$ cat src/rtl/dro_seq_pkg.sv
// Shared types and defaults for the DRO pulse sequencer (cmd opcodes, FSM states).
// Latency: n/a (types and constants only).
// Backpressure: n/a.
package dro_seq_pkg;

    localparam int DEPTH_DEF   = 4;
    localparam int GAP_W_DEF   = 8;
    localparam int MIN_GAP_DEF = 3;

    // Opcode 3 is reserved and behaves exactly like NOP.
    typedef enum logic [1:0] {
        OP_NOP  = 2'd0,
        OP_SET  = 2'd1,
        OP_READ = 2'd2,
        OP_RSVD = 2'd3
    } cmd_op_e;

    typedef enum logic [1:0] {
        ST_IDLE  = 2'd0,
        ST_ISSUE = 2'd1,
        ST_WAIT  = 2'd2
    } seq_state_e;

    // True for opcodes that put an edge on one of the DRO lines.
    function automatic logic emits_edge(cmd_op_e op);
        return (op == OP_SET) || (op == OP_READ);
    endfunction

endpackage

$ cat src/rtl/dro_pulse_sequencer_if.sv
// Command bus into the DRO pulse sequencer (valid/ready handshake, opcode, gap).
// Latency: n/a (wires only).
// Backpressure: cmd_ready low means the command FIFO is full; the master holds its command.
interface dro_pulse_sequencer_if #(
    parameter int GAP_W = dro_seq_pkg::GAP_W_DEF
);
    logic             cmd_valid;
    logic             cmd_ready;
    logic [1:0]       cmd_op;
    logic [GAP_W-1:0] cmd_gap;

    modport master (output cmd_valid, output cmd_op, output cmd_gap, input cmd_ready);
    modport slave  (input cmd_valid, input cmd_op, input cmd_gap, output cmd_ready);
endinterface

$ cat src/rtl/dro_seq_cmd_fifo.sv
// Command FIFO for the DRO sequencer: DEPTH entries, strict first-in first-out.
// Latency: head visible combinationally the cycle after the push edge.
// Backpressure: full is taken from the registered count; a push while full is dropped even if a pop happens that cycle.
module dro_seq_cmd_fifo #(
    parameter int DEPTH = dro_seq_pkg::DEPTH_DEF,
    parameter int W     = 10
) (
    input  logic         clk,
    input  logic         reset,
    input  logic         push,
    input  logic [W-1:0] push_dat,
    output logic         full,
    input  logic         pop,
    output logic [W-1:0] pop_dat,
    output logic         empty
);
    localparam int AW = (DEPTH > 1) ? $clog2(DEPTH) : 1;
    localparam int CW = $clog2(DEPTH + 1);

    logic [W-1:0]  mem [DEPTH];
    logic [AW-1:0] wr_ptr;
    logic [AW-1:0] rd_ptr;
    logic [CW-1:0] count;
    logic          do_push;
    logic          do_pop;

    assign full    = (count == CW'(DEPTH));
    assign empty   = (count == '0);
    assign do_push = push && !full;
    assign do_pop  = pop && !empty;
    assign pop_dat = mem[rd_ptr];

    // Pointers wrap naturally because DEPTH is a power of two.
    always_ff @(posedge clk or posedge reset) begin
        if (reset) begin
            wr_ptr <= '0;
            rd_ptr <= '0;
            count  <= '0;
        end else begin
            if (do_push) wr_ptr <= wr_ptr + AW'(1);
            if (do_pop)  rd_ptr <= rd_ptr + AW'(1);
            case ({do_push, do_pop})
                2'b10:   count <= count + CW'(1);
                2'b01:   count <= count - CW'(1);
                default: count <= count;
            endcase
        end
    end

    // Storage needs no reset: occupancy alone decides what is valid.
    always_ff @(posedge clk) begin
        if (do_push) mem[wr_ptr] <= push_dat;
    end

endmodule

$ cat src/rtl/dro_pulse_sequencer.sv
// DRO pulse sequencer: queues SET/READ/NOP commands and emits one toggle per edge command with a hold-margin gap; DRO_SEQ_EXPECT_EN adds an expected-state model.
// Latency: command accepted at edge k into an idle, empty sequencer toggles its line after edge k+2.
// Backpressure: cmd_ready = !full of the DEPTH-entry command FIFO; commands drain at most one per ISSUE.
module dro_pulse_sequencer
    import dro_seq_pkg::*;
#(
    parameter int DEPTH   = DEPTH_DEF,
    parameter int GAP_W   = GAP_W_DEF,
    parameter int MIN_GAP = MIN_GAP_DEF
) (
    input  logic                  clk,
    input  logic                  reset,
    dro_pulse_sequencer_if.slave  cmd,
    output logic                  dro_set,
    output logic                  dro_reset,
    output logic                  busy
`ifdef DRO_SEQ_EXPECT_EN
    ,
    output logic                  exp_state,
    output logic                  exp_out
`endif
);
    localparam int               FW        = 2 + GAP_W;
    localparam logic [GAP_W-1:0] MIN_GAP_G = GAP_W'(MIN_GAP);

    seq_state_e       state;
    seq_state_e       state_nxt;
    logic [GAP_W-1:0] wait_cnt;
    logic [GAP_W-1:0] wait_cnt_nxt;
    cmd_op_e          cur_op;
    logic [GAP_W-1:0] cur_gap;
    logic             pop;
    logic             set_tgl;
    logic             rst_tgl;
    logic             fifo_full;
    logic             fifo_empty;
    logic [FW-1:0]    head_dat;

    dro_seq_cmd_fifo #(
        .DEPTH (DEPTH),
        .W     (FW)
    ) u_fifo (
        .clk      (clk),
        .reset    (reset),
        .push     (cmd.cmd_valid),
        .push_dat ({cmd.cmd_op, cmd.cmd_gap}),
        .full     (fifo_full),
        .pop      (pop),
        .pop_dat  (head_dat),
        .empty    (fifo_empty)
    );

    assign cmd.cmd_ready = !fifo_full;
    assign busy          = !fifo_empty || (state != ST_IDLE);

    // FSM state register.
    always_ff @(posedge clk or posedge reset) begin
        if (reset) state <= ST_IDLE;
        else       state <= state_nxt;
    end

    // Next state, FIFO pop, toggle requests and next wait count.
    always_comb begin
        state_nxt    = state;
        wait_cnt_nxt = wait_cnt;
        pop          = 1'b0;
        set_tgl      = 1'b0;
        rst_tgl      = 1'b0;
        case (state)
            ST_IDLE: begin
                if (!fifo_empty) begin
                    pop       = 1'b1;
                    state_nxt = ST_ISSUE;
                end
            end
            ST_ISSUE: begin
                set_tgl = (cur_op == OP_SET);
                rst_tgl = (cur_op == OP_READ);
                // Edges get at least MIN_GAP idle cycles; NOPs take their gap verbatim.
                if (emits_edge(cur_op) && (cur_gap < MIN_GAP_G)) wait_cnt_nxt = MIN_GAP_G;
                else                                               wait_cnt_nxt = cur_gap;
                state_nxt = (wait_cnt_nxt == '0) ? ST_IDLE : ST_WAIT;
            end
            ST_WAIT: begin
                wait_cnt_nxt = wait_cnt - GAP_W'(1);
                if (wait_cnt_nxt == '0) state_nxt = ST_IDLE;
            end
            default: state_nxt = ST_IDLE;
        endcase
    end

    // Datapath: wait counter, popped command and the DRO lines.
    always_ff @(posedge clk or posedge reset) begin
        if (reset) begin
            wait_cnt  <= '0;
            cur_op    <= OP_NOP;
            cur_gap   <= '0;
            dro_set   <= 1'b0;
            dro_reset <= 1'b0;
        end else begin
            wait_cnt <= wait_cnt_nxt;
            if (pop) begin
                cur_op  <= cmd_op_e'(head_dat[FW-1 -: 2]);
                cur_gap <= head_dat[GAP_W-1:0];
            end
            if (set_tgl) dro_set   <= ~dro_set;
            if (rst_tgl) dro_reset <= ~dro_reset;
        end
    end

`ifdef DRO_SEQ_EXPECT_EN
    // Expected DRO model, advanced on the ISSUE edge: SET stores a 1, READ of a 1 flips the output and clears.
    always_ff @(posedge clk or posedge reset) begin
        if (reset) begin
            exp_state <= 1'b0;
            exp_out   <= 1'b0;
        end else if (state == ST_ISSUE) begin
            if (cur_op == OP_SET && !exp_state) begin
                exp_state <= 1'b1;
            end else if (cur_op == OP_READ && exp_state) begin
                exp_state <= 1'b0;
                exp_out   <= ~exp_out;
            end
        end
    end
`endif

endmodule

$ cat src/flat_wrapper.sv
// flat-port wrapper written by rule: the top's interface ports become plain ports
module dro_pulse_sequencer_flat import dro_seq_pkg::*;
#(
    parameter int DEPTH   = DEPTH_DEF,
    parameter int GAP_W   = GAP_W_DEF,
    parameter int MIN_GAP = MIN_GAP_DEF
)
  (clk, reset, dro_set, dro_reset, busy, cmd_cmd_valid, cmd_cmd_op, cmd_cmd_gap, cmd_cmd_ready);
  dro_pulse_sequencer_if #(.GAP_W(GAP_W)) cmd_i ();
  input  logic clk;
  input  logic reset;
  output logic dro_set;
  output logic dro_reset;
  output logic busy;
  input wire logic [$bits(cmd_i.cmd_valid)-1:0] cmd_cmd_valid;
  input wire logic [$bits(cmd_i.cmd_op)-1:0] cmd_cmd_op;
  input wire logic [$bits(cmd_i.cmd_gap)-1:0] cmd_cmd_gap;
  output wire logic [$bits(cmd_i.cmd_ready)-1:0] cmd_cmd_ready;
  assign cmd_i.cmd_valid = cmd_cmd_valid;
  assign cmd_i.cmd_op = cmd_cmd_op;
  assign cmd_i.cmd_gap = cmd_cmd_gap;
  assign cmd_cmd_ready = cmd_i.cmd_ready;
  dro_pulse_sequencer #(.DEPTH(DEPTH), .GAP_W(GAP_W), .MIN_GAP(MIN_GAP)) u_core (.clk(clk), .reset(reset), .cmd(cmd_i), .dro_set(dro_set), .dro_reset(dro_reset), .busy(busy));
endmodule
$ cat config.mk
export PLATFORM = sky130hd
export DESIGN_NAME = dro_pulse_sequencer_flat
export DESIGN_NICKNAME = d
export VERILOG_FILES = /design/src/rtl/dro_seq_pkg.sv /design/src/rtl/dro_pulse_sequencer_if.sv /design/src/rtl/dro_seq_cmd_fifo.sv /design/src/rtl/dro_pulse_sequencer.sv /design/src/flat_wrapper.sv
export SDC_FILE = /design/constraint.sdc
export NUM_CORES = 1
export LEC_CHECK = 0
export ABC_AREA = 1
export CORE_MARGIN = 2
export CORE_UTILIZATION = 25
export DETAILED_ROUTE_END_ITERATION = 12
export PLACE_DENSITY = 0.38
export SLEW_MARGIN = 20
export SYNTH_ARGS = -nofsm -noshare
export SYNTH_HDL_FRONTEND = slang
export SYNTH_SLANG_ARGS = --single-unit
$ cat constraint.sdc
create_clock -name clk -period 2.3 [get_ports clk]
set_input_delay 0.46 -clock clk [delete_from_list [all_inputs] [get_ports clk]]
set_output_delay 0.46 -clock clk [all_outputs]
set_load 0.05 [all_outputs]
==> run metrics <==
DRC Markers 0; global route overflow 0; Peak Freq 459 MHz; Hold-fix buffers, CTS 0; Crit Path Class flip-flop to primary output; crit path max fanout 3; 1st-pass router iterations 3; clock latency on the worst-skew pair 0.33 ns; clock sinks 69; DR vias 2108; largest net degree at the start of global routing 30; RSZ-0062 raised after global routing no; Max Slew Vio Count 0; Post-Route Setup TNS 0 ns; CP cell instances inv_1, nand3_2, clkdlybuf4s50_1; CTS Buf Count 9; I/O Buffers 16; fillcell total 1316; Post-CTS Setup Inserts 0; CTS tree done; Ports 17; routed length on met1 3290 um; Iter 0 DRT Violations 118; CTS root buffer clkbuf_16; Distinct cells, synth 27; Multi-input gate area 0.00105 mm2; P&R area growth vs syn 22.4%; max cap viols 0; PwrDens 1450 mW/mm2; Worst Tran Pin Value 0.683 ns; Reg2Reg Setup Slack 0.31 ns; num rows 41; endpoints failing hold 0; Met2 Routed Length 2960 um; CP max-delay cell clkdlybuf4s50_1; syn_area_per_cell 10.4 um2; WL final 6590 um; Synth area leader edfxtp_1; Worst path max stage delay 0.80 ns; CTS resizes 0; antenna cells 0; routability cong. 0.730; sequential area share after synthesis 0.611; Core Region 0.0125 mm2; global-route wire length before repair 11000 um; synthesized area 0.00315 mm2; layout cells sized above 1 0.126; Synth area leaders edfxtp_1 38%, dfrtp_1 23%, nor2_1 5.5%, ha_1 5.2%, nand2_1 4.5%; Clock transition at path regs 0.06 ns; final critical-path required period 2.18 ns; Setup crit end kind primary output; Die Height 116 um; max_slew headroom 0.545; Yosys reg bits 69; fin area 0.00386 mm2; Max Buffers Root-to-Sink 2; DPL Wire Length 4350 um; CP required 1.84 ns; Post-Syn Nets 329; vias in the first global route 2118; min-delay worst type flip-flop to flip-flop; Routed wire per std cell 13.0 um; sequential cell area 0.00193 mm2; Max VDD drop 0.390 mV; Syn. warnings 0; final cycle utilization of the critical path 0.946; gr usage total 0.110; post-synth top area share 0.381; Mapped Cells 302; H-tree levels 3; Die Width 116 um; status finished, final reports clean; Initial Utilization 0.253; die area 0.0135 mm2; Startpoint Class flip-flop; Met3 Routed Length 240 um; Worst EP arrival 1.72 ns; post-route ant nets 0; placed cell area 0.00356 mm2; antenna violations before repair 0; Vias/cell 4.17; leak pwr 1.56 nW; Setup Skew 0.00607 ns; final setup vio count 0; Nets 356; Max Used Layer met4
==> report_power, final <==
| part | leakage [nW] | switching [mW] | total (mW) | internal [mW] |
|---|---|---|---|---|
| registers | 0.716 | 0.269 | 2.01 | 1.74 |
| clock network | 0.150 | 0.543 | 1.39 | 0.844 |
| logic | 0.694 | 1.40 | 2.19 | 0.788 |
| total | 1.56 | 2.22 | 5.59 | 3.37 |
==> placed cells by master, fill, tap and decap left out, types with 2 or more instances in the layout <==
cell              n
inv_1            34
nor2_1           46
a21oi_1          11
buf_4            10
nand3_1           6
clkinv_4          3
clkinv_2          2
o21ai_0          26
nor2_2            4
clkbuf_16         9
dfrtp_1          29
inv_2             2
o21ai_1           5
o32ai_1          10
ha_1             13
nand4_1           7
nand2_1          38
nand2_2           6
xor2_1            3
clkdlybuf4s50_1  15
edfxtp_1         40
nand3_2           3
xnor2_1           3
==> worst max-delay path: cells and delay by family, from the launching register on <==
kind	cells	cell delay (ns)
AND/OR/NAND/NOR	1	0.09
flip-flops	1	0.39
buffers and inverters	2	0.91
==> through the flow <==
step / total power [mW] / setup slack (ns) / cells / hold slack [ns] / utilization
2_1_floorplan: 3.62 / 0.116 / 302 / 0.466 / -
5_1_grt: 6.11 / 0.0705 / 506 / 0.507 / 0.310
4_1_cts: 5.69 / 0.0993 / 506 / 0.475 / 0.310
3_3_place_gp: 4.27 / 0.256 / 490 / 0.463 / 0.285
6_report: 5.59 / 0.124 / 506 / 0.472 / 0.310
3_5_place_dp: 4.28 / 0.226 / 490 / 0.467 / 0.285
==> cells by family (layout without fill, tap and decap cells) <==
family	Yosys count	after routing	share of synthesized area
adders and majority gates	14	14	0.0579
AOI/OAI and AO/OA	55	55	0.103
DFF	69	69	0.611
and+or+nand+nor	112	112	0.155
buffers and inverters	46	78	0.0567
xor gates and xnor gates	6	6	0.0167
==> cell usage after synthesis <==
cell       n
buf_2      5
o21ai_1    5
and3_1     1
inv_1     34
nand2_1   38
o32ai_1   10
xnor2_1    3
o31ai_2    1
inv_2      2
nor2_1    46
o22ai_1    1
dfrtp_1   29
clkinv_1   1
clkbuf_1   4
edfxtp_1  40
ha_1      13
nand3_2    2
xor2_1     3
a21oi_1   11
nand3_1    7
nor3_1     1
a22oi_1    1
nor2_2     4
fa_1       1
nand4_1    7
nand2_2    6
o21ai_0   26
==> sequential cells by signal, summed over array words and instances (netlist names) <==
name and flops:
u_core.u_fifo.mem 40, u_core.cur_gap 8, u_core.wait_cnt 8, u_core.u_fifo.count 3, u_core.cur_op 2, u_core.state 2
u_core.u_fifo.rd_ptr 2, u_core.u_fifo.wr_ptr 2, u_core.dro_reset 1, u_core.dro_set 1
==> per-layer routing <==
| layer | vias to the layer above | global-route usage |
|---|---|---|
| met1 | 998 | 0.139 |
| met4 | 0 | 0.0373 |
| met2 | 25 | 0.175 |
| met3 | 9 | 0.0410 |
| li1 | 1076 | - |
| met5 | - | 0 |
==> layout make-up <==
type                       instances  share of cell area
sequential                        69               0.499
multi-input combinational        187               0.273
clock buffer                       9              0.0584
timing repair buffer              25              0.0584
tap                              172              0.0558
inverter                          37              0.0360
clock inverter                     7              0.0195
==> path summary, 6_finish.rpt <==
kind | start | endpoint | cells past startpoint
min in group asynchronous | reset | u_core.u_fifo.count[1] | 3
max in group asynchronous | reset | u_core.cur_gap[5] | 3
worst min register to register | u_core.dro_reset | u_core.dro_reset | 1
worst min-delay path | u_core.dro_reset | u_core.dro_reset | 1
worst max register to register | u_core.state[0] | u_core.u_fifo.count[2] | 10
worst max-delay path | u_core.u_fifo.count[0] | cmd_cmd_ready | 3
Note: power is estimated with default switching activity, not from simulation.
